## config.mk

```make
export PLATFORM = sky130hd
export DESIGN_NAME = edge_capture_unit
export DESIGN_NICKNAME = d
export VERILOG_FILES = /design/src/rtl/edge_capture_unit.sv
export SDC_FILE = /design/constraint.sdc
export NUM_CORES = 1
export LEC_CHECK = 0
export ABC_AREA = 1
export ABC_CLOCK_PERIOD_IN_PS = 4900
export CORE_AREA = 2 2 127 129
export DETAILED_ROUTE_END_ITERATION = 10
export DIE_AREA = 0 0 129 131
export PLACE_DENSITY = 0.65
export SETUP_SLACK_MARGIN = 0.2
export SYNTH_ARGS = -nofsm -noshare
export SYNTH_HDL_FRONTEND = slang
export SYNTH_SLANG_ARGS = --single-unit
```

## constraint.sdc

```tcl
create_clock -name clk -period 4.9 [get_ports clk]
set_input_delay 1.225 -clock clk [delete_from_list [all_inputs] [get_ports clk]]
set_output_delay 1.225 -clock clk [all_outputs]
set_load 0.01 [all_outputs]
```

## src/rtl/edge_capture_unit.sv

```systemverilog
// Edge capture unit: per-channel edge detection with a shared detection mode,
// one-cycle edge pulses, sticky edge flags and saturating per-channel edge
// counters, one of which is selected onto the count output.
module edge_capture_unit #(
    parameter int WIDTH = 8,
    parameter int CNT_W = 8,
    parameter int SEL_W = 3
) (
    input  logic             clk,
    input  logic             rst_n,
    input  logic [WIDTH-1:0] in,
    input  logic [1:0]       mode,
    input  logic             clr,
    input  logic [SEL_W-1:0] ch_sel,
    output logic [WIDTH-1:0] edge_out,
    output logic [WIDTH-1:0] sticky,
    output logic [CNT_W-1:0] count,
    output logic             any_event
);

    localparam logic [1:0] MODE_RISE = 2'b00;
    localparam logic [1:0] MODE_FALL = 2'b01;
    localparam logic [1:0] MODE_BOTH = 2'b10;

    localparam logic [CNT_W-1:0] CNT_MAX = '1;
    localparam logic [CNT_W-1:0] CNT_ONE = CNT_W'(1);

    logic [WIDTH-1:0] prev;
    logic             primed;
    logic [WIDTH-1:0] rise;
    logic [WIDTH-1:0] fall;
    logic [WIDTH-1:0] edge_next;
    logic [CNT_W-1:0] counter [WIDTH];

    // Select which transitions are reported this clock; nothing before priming.
    always_comb begin
        // NOTE: every always_comb output gets a default first so no path leaves it unassigned and infers a latch.
        edge_next = '0;
        rise      = in & ~prev;
        fall      = ~in & prev;
        if (primed) begin
            case (mode)
                MODE_RISE: edge_next = rise;
                MODE_FALL: edge_next = fall;
                MODE_BOTH: edge_next = rise | fall;
                default:   edge_next = '0;
            endcase
        end
    end

    // Track the previous input level, prime after reset, register the pulses.
    // prev keeps following in even while detection is disabled, so re-enabling
    // never reports a stale transition; clr deliberately does not touch these.
    always_ff @(posedge clk or negedge rst_n) begin
        if (!rst_n) begin
            prev     <= '0;
            primed   <= 1'b0;
            edge_out <= '0;
        end else begin
            // NOTE: sequential state uses non-blocking assignments so every register sees pre-edge values.
            prev     <= in;
            primed   <= 1'b1;
            edge_out <= edge_next;
        end
    end

    // Latch edges into sticky flags and saturating counters; clr wins over an edge.
    always_ff @(posedge clk or negedge rst_n) begin
        if (!rst_n) begin
            sticky <= '0;
            // NOTE: the counter array is small and must read zero during reset, so it is reset like any register rather than left as uninitialised storage.
            for (int i = 0; i < WIDTH; i++) begin
                counter[i] <= '0;
            end
        end else if (clr) begin
            sticky <= '0;
            for (int i = 0; i < WIDTH; i++) begin
                counter[i] <= '0;
            end
        end else begin
            sticky <= sticky | edge_next;
            for (int i = 0; i < WIDTH; i++) begin
                if (edge_next[i] && (counter[i] != CNT_MAX)) begin
                    counter[i] <= counter[i] + CNT_ONE;
                end
            end
        end
    end

    // Drive the selected channel's counter; out-of-range selections read zero.
    always_comb begin
        count = '0;
        for (int i = 0; i < WIDTH; i++) begin
            if (ch_sel == SEL_W'(i)) begin
                count = counter[i];
            end
        end
    end

    assign any_event = |edge_out;

endmodule

```

==> results of run 1 <==
## sequential cells by signal, summed over array words and instances (netlist names)
| name | flops |
|---|---|
| primed | 1 |
| edge_out | 8 |
| prev | 8 |
| counter | 64 |
| sticky | 8 |
## report_power, final
group,switching [uW],internal (uW)
combinational,128,63.4
clock,294,423
sequential,19.4,752
## routing by layer
| layer | vias up | global-route usage |
|---|---|---|
| met3 | 17 | 0.0334 |
| met1 | 2392 | 0.274 |
| met4 | 0 | 0.0601 |
| li1 | 2589 | - |
| met5 | - | 0 |
| met2 | 124 | 0.275 |
## placed cells by master, fill, tap and decap left out, types with 2 or more instances in the layout
| cell | count |
|---|---|
| nor2_4 | 2 |
| nor2_1 | 105 |
| clkbuf_8 | 2 |
| inv_2 | 13 |
| ha_1 | 24 |
| xnor2_1 | 7 |
| dfrtp_1 | 89 |
| nand4_2 | 7 |
| buf_4 | 8 |
| nand2_2 | 5 |
| nand4_1 | 64 |
| nor4_1 | 2 |
| nor2_2 | 2 |
| clkbuf_16 | 9 |
| inv_1 | 53 |
| clkdlybuf4s50_1 | 38 |
| nand3_4 | 8 |
| nand3_2 | 8 |
| nand2_1 | 223 |
| xor2_1 | 33 |
| nor3_2 | 3 |
| nand2_4 | 8 |
| nand3_1 | 87 |
## synth_stat cells, types with 2 or more instances
library cell / number
nand3_2: 8
nand2_1: 223
nor2_2: 2
ha_1: 24
buf_4: 7
nor2_4: 2
nand2_4: 8
inv_2: 13
nand4_1: 64
nand4_2: 7
nand3_4: 8
buf_2: 2
nand2_2: 5
inv_1: 53
buf_1: 2
xnor2_1: 7
nor3_2: 3
nor4_1: 2
nand3_1: 87
clkbuf_1: 14
xor2_1: 33
nor2_1: 105
dfrtp_1: 89
## critical path, stage by stage
cell and delay [ns]:
clkdlybuf4s50_1 0.55, inv_2 0.25, nor3_2 0.50, nand2_1 0.10
nand4_1 0.13, clkdlybuf4s50_1 0.54
## final cells by class
type                    instances  area [um2]  area share
flip-flops and latches         89        2230       0.330
multi-input cells             591        3240       0.481
inverters                      66         248      0.0368
repair buffers                 47         445      0.0661
clock buffers                  12         256      0.0381
well taps                     216         270      0.0401
clock inverters                 4        51.3     0.00761
## worst min-delay path by stage
stage               slack, ns           to         from  depth (start not counted)
CTS                      0.51    sticky[4]    sticky[4]                          2
global route             0.54    sticky[4]    sticky[4]                          2
global placement         0.48    sticky[2]    sticky[2]                          2
detailed placement       0.49    sticky[0]    sticky[0]                          2
finish                   0.50    sticky[4]    sticky[4]                          2
floorplan                0.52  counter[27]  counter[27]                          2
## per-stage QoR
| stage | cell area, um2 | std cells | hold slack [ns] | utilization | worst slack [ns] |
|---|---|---|---|---|---|
| final | 6740 | 1025 | 0.503 | 0.432 | 0.367 |
| after global routing | 6740 | 1025 | 0.537 | 0.432 | 0.256 |
| after CTS | 6740 | 1025 | 0.508 | 0.432 | 0.412 |
| after detailed placement | 6430 | 1009 | 0.491 | 0.412 | 0.415 |
| after global placement | 6430 | 1009 | 0.483 | 0.412 | 0.425 |
| after floorplan | 5840 | 771 | 0.519 | - | 1.61 |
## kinds of logic after synthesis
| logic type | Yosys count |
|---|---|
| AND/OR/NAND/NOR | 526 |
| buffers and inverters | 91 |
| flip-flops | 89 |
| XOR/XNOR | 40 |
| adder cells (fa/ha/maj) | 24 |
| other | 1 |
==> impl_metrics.py, run 1 <==
metrics = {
    "run_status": {
        "status": "finished, final reports clean",
    },
    "yosys": {
        "yosysWarnings": 0,
        "syn_area_um2": 5840,
        "synth_top_area_cell": "dfrtp_1",
        "synth.area.top_cells": "dfrtp_1 (38%), nand2_1 (14%), nand3_1 (7.5%)",
        "synth_top_family_by_area": "simple AND/OR/NAND/NOR gates",
        "synth_seq_area_share": 0.381,
        "synthMuxAreaShare": 0,
        "synth_top_area_frac": 0.381,
        "synth-edff-count": 0,
        "syn_inst": 771,
        "ys.flop_type": "dfrtp_1",
        "synth-adder-area-share": 0.0514,
        "synthXorXnorAreaFrac": 0.0600,
        "synth_compound_area_frac": 0,
        "synth_area_per_cell_um2": 7.57,
        "yosys.area_share.simple": 0.443,
        "ys_seq_elements": 89,
        "synth_cell_type_count": 26,
        "synth_nets": 811,
        "async_flop_share": 1.00,
    },
    "pwr": {
        "vdd_drop_max_mv": 0.277,
        "total_power_uw": 1680,
        "power-per-cell-area_nw_per_um2": 249,
        "leakagePower_uw": 0.00328,
    },
    "worst_setup_path": {
        "arrival_ns": 3.31,
        "start_kind": "primary input",
        "endpoint": "count[0]",
        "required_ns": 3.67,
        "critPathMaxFanout": 35,
        "crit_path_end_kind": "output pin",
        "r2r-end": "counter[25]",
        "r2r_slack_ns": 3.20,
        "r2r_cells": 4,
        "timing.rr.start": "primed",
        "critPathKind": "primary input to output pin",
        "crit_start": "ch_sel[2]",
    },
    "worst_hold_path": {
        "hp-class": "flip-flop to flip-flop",
    },
    "cts": {
        "cts_setup_buffers": 0,
        "cts_buffers": 9,
        "ctsResizeCount": 0,
        "cts.sink_count": 89,
        "cts_hold_buffers": 0,
        "h-tree-depth": 3,
        "clk_path_buf_depth": 2,
        "root_buffer": "clkbuf_16",
        "cts_tree": "done",
        "clkLatencyLatePin_ns": 0.35,
        "clk_pin_slew_ns": 0.06,
    },
    "finish": {
        "fin_nets": 844,
        "area_growth_pct": 15.4,
        "fill_cells": 1578,
        "drive_gt1_frac": 0.100,
        "antenna_cells": 0,
    },
    "sta": {
        "rsz0062_at_grt": "no",
        "setup_tns_ns": 0,
        "hold_viol": 0,
        "relSlewSlack": 0.278,
        "fmax_mhz": 221,
        "period_share": 0.925,
        "min_period_ns": 4.53,
        "max_slew.worst_pin.slew_ns": 1.08,
        "slew_violations": 0,
        "setup_viol": 0,
        "clock_skew_ns": 0.00670,
    },
    "floorplan": {
        "die_x_um": 129,
        "die_y_um": 131,
        "dieArea_um2": 16900,
        "core_area_um2": 15600,
        "initial_utilization": 0.374,
        "ioPinCount": 41,
        "num_rows": 46,
    },
    "detailed_routing": {
        "drtAntennaViolNets": 0,
        "drt_iter0_drc": 401,
        "met1_length_mm": 7.23,
        "vias": 5122,
        "highest-signal-layer": "met4",
        "drtPass1Iterations": 5,
        "routed_wl_mm": 14.7,
        "drc": 0,
        "met2_length_mm": 6.36,
        "met3_length_um": 856,
        "avgRoutedWirePerCell_um": 14.3,
        "via_per_inst": 5.00,
    },
    "global_routing": {
        "grt_max_degree": 64,
        "antenna_found_initial": 0,
        "grt_use_total": 0.186,
        "grt_pass1_vias": 4652,
        "grt_overflow_total": 0,
        "grt_pass1_wl_mm": 24.5,
    },
    "placement": {
        "place_congestion": 0.933,
        "hpwl_mm": 10.5,
        "port_buffers": 40,
    },
    "job": {
        "cap_violations": 0,
    },
}
No activity file was read; power rests on OpenSTA's default activity.
==> inputs of run 2 (changes only) <==
--- a/config.mk
+++ b/config.mk
@@ -10,6 +10,7 @@
 export CORE_AREA = 2 2 127 129
 export DETAILED_ROUTE_END_ITERATION = 10
 export DIE_AREA = 0 0 129 131
+export GPL_ROUTABILITY_DRIVEN = 0
 export PLACE_DENSITY = 0.65
 export SETUP_SLACK_MARGIN = 0.2
 export SYNTH_ARGS = -nofsm -noshare
==> results of run 2 <==
Same layout as run 1: the final DEF is identical, and so are final timing and power.
==> inputs of run 3 (changes only) <==
--- a/config.mk
+++ b/config.mk
@@ -11,6 +11,7 @@
 export DETAILED_ROUTE_END_ITERATION = 10
 export DIE_AREA = 0 0 129 131
 export GPL_ROUTABILITY_DRIVEN = 0
+export HOLD_SLACK_MARGIN = 0.06
 export PLACE_DENSITY = 0.65
 export SETUP_SLACK_MARGIN = 0.2
 export SYNTH_ARGS = -nofsm -noshare
==> results of run 3 <==
Same layout as run 1: the final DEF is identical, and so are final timing and power.
==> RTL edit (flow settings as in run 1) <==
Reset style: synchronous (`rst_n`), changed in 2 clocked blocks.
--- a/src/rtl/edge_capture_unit.sv
+++ b/src/rtl/edge_capture_unit.sv
@@ -51,7 +51,7 @@
     // Track the previous input level, prime after reset, register the pulses.
     // prev keeps following in even while detection is disabled, so re-enabling
     // never reports a stale transition; clr deliberately does not touch these.
-    always_ff @(posedge clk or negedge rst_n) begin
+    always_ff @(posedge clk) begin
         if (!rst_n) begin
             prev     <= '0;
             primed   <= 1'b0;
@@ -65,7 +65,7 @@
     end
 
     // Latch edges into sticky flags and saturating counters; clr wins over an edge.
-    always_ff @(posedge clk or negedge rst_n) begin
+    always_ff @(posedge clk) begin
         if (!rst_n) begin
             sticky <= '0;
             // NOTE: the counter array is small and must read zero during reset, so it is reset like any register rather than left as uninitialised storage.
Check against the original RTL: differs if rst_n is asserted again (counterexample within 4 cycles, from zero or initial values and one cycle with rst_n low); with rst_n held inactive, the same outputs for 4 cycles.
==> RTL edit against run 1 <==
- final area down 12%
- sequential cell count unchanged
- largest cell class is now flip-flops and latches
- maximum frequency up 0.98%
- clock skew about the same
- setup slack better by 0.044 ns
- area after synthesis down 14%
- power up 2.9%
- routed wire length down 20%
==> RTL edit: results (changes against run 1) <==
outcome=completed; hold path cells=2 (unchanged); Top FF cell, synth=sky130_fd_sc_hd__edfxtp_1; Seq/Total Area, Yosys=0.469 (+0.0875); endpoint of the worst hold path=sticky[7]; Clk Latency, worst-skew pair=about 0.34 ns; number of buffers between clock root and the deepest sink=2 (unchanged); layout cells sized above 1=0.0804 (-0.0197); routed wire length=11800 µm (-20%); cell count of the worst reg-to-reg path=4 (unchanged); number of different library cells in the post-synthesis netlist=35 (+35%); met2 layer usage reported by global route=0.225 (-0.0501); Power Dens Cells=290 nW/µm² (+16%); H-tree depth=3 (unchanged); Gate Count Post-Synth=608 (-21%); total clock buffers created by CTS=9 (unchanged); number of flip-flops in the largest register=64 (unchanged); root buf cell=sky130_fd_sc_hd__clkbuf_16; count of TritonRoute iterations in the first routing pass=5 (unchanged); met1 Use GR=0.205 (-0.0695); fraction of synthesis flops using an asynchronous set or reset pin=0 (-1.00); Worst-Margin Slew=0.678 ns (-0.405 ns); PostCTS Resize Cnt=0 (unchanged); number of antenna violations at the first check in global routing=0 (unchanged); source of the worst register-to-register timing path=primed; hold_sp=sticky[7]; via total after detailed routing=4092 (-20%); largest net degree at the start of global routing=18 (-72%); clock transition at the registers of the reported paths=0.06 ns (about the same); Hold Crit Class=reg -> reg; Max IR drop VDD=0.151 mV (-45%); Ant. Diodes=0 (unchanged); Leak=2.42 nW (-26%); placer congestion estimate=0.998 (+6.9%); detailed placer's ending HPWL=8800 µm (-16%); final-layout fill cell count=1597 (+1.2%); total number of nets in the final design=694 (-18%); first-pass GRT wire length=19400 µm (-21%); register with the highest flop count=counter; synthesized netlist net count=648 (-20%); met3 Resource Use GR=0.0338 (+0.000407); warning count from the yosys run=0 (unchanged); Setup Skew=0.00680 ns (+0.0000980 ns); main area contributors after synthesis=sky130_fd_sc_hd__edfxtp_1 (34%), sky130_fd_sc_hd__dfxtp_1 (13%), sky130_fd_sc_hd__nand2_1 (11%); worst slack after detailed placement=0.280 ns (-0.136 ns); via count of the first global-routing pass=3923 (-16%); 1st-iter DRT viols=264 (-34%); cell total after placement=859 (-15%); worst r2r dst=counter[1][7]; Max FO, Critical Path=11 (-69%); register-to-register setup slack=2.79 ns (-0.41 ns); Hold Slack=0.463 ns (-0.0395 ns); post-CTS repair timing setup buffer count=0 (unchanged); number of vias per cell after detailed routing=4.68 (-6.4%); Post-synth EDFFs=56 (+56); overall fraction of global-route tracks in use=0.147 (-0.0387); commonest cells in the synthesized netlist=sky130_fd_sc_hd__nand2_1 (148), sky130_fd_sc_hd__nor2_1 (96), sky130_fd_sc_hd__inv_1 (72); area of placed instances=5660 µm² (-12%); data arrival at the endpoint of the critical path=3.26 ns (-0.05 ns)
RTL edit: cell families after synthesis:
group | count (synthesis) | share of synthesized area
adders and majority gates | 24 | 0.0601
DFF | 89 | 0.469
and+or+nand+nor | 353 | 0.325
AOI/OAI and AO/OA | 25 | 0.0298
buffers and inverters | 90 | 0.0689
xor gates and xnor gates | 27 | 0.0473
RTL edit: layout make-up:
type                            instances  share of cell area
Sequential cell                        89               0.393
Multi-Input combinational cell        429               0.388
Timing Repair Buffer                   44              0.0727
Inverter                               81              0.0511
Tap cell                              216              0.0454
Clock buffer                           11              0.0408
Clock inverter                          5             0.00924
RTL edit: power breakdown:
| group | internal (mW) | total, mW | switching (mW) |
|---|---|---|---|
| Combinational | 0.0675 | 0.165 | 0.0975 |
| Sequential | 0.829 | 0.866 | 0.0365 |
| Clock | 0.408 | 0.699 | 0.291 |
RTL edit: worst max-delay path by stage:
stage / startpoint / end / slack, ns / cells past startpoint
after floorplan: ch_sel[0] / count[0] / 1.54 / 4
after detailed placement: ch_sel[0] / count[7] / 0.28 / 6
after global placement: ch_sel[0] / count[7] / 0.33 / 8
after global routing: ch_sel[2] / count[7] / 0.25 / 6
after CTS: ch_sel[0] / count[7] / 0.27 / 6
final: ch_sel[2] / count[7] / 0.41 / 6
RTL edit: critical path, stage by stage:
cell and delay (ns):
sky130_fd_sc_hd__clkdlybuf4s50_1 0.65, sky130_fd_sc_hd__inv_2 0.17, sky130_fd_sc_hd__nor3_2 0.39, sky130_fd_sc_hd__nand2_1 0.11, sky130_fd_sc_hd__nand4_1 0.15, sky130_fd_sc_hd__clkdlybuf4s50_1 0.56
RTL edit: per-layer routing:
metal | wire, µm | vias up
li1 | - | 2089
met1 | 5810 | 1866
met2 | 5080 | 116
met3 | 659 | 21
met4 | 224 | 0
met5 | 0 | -
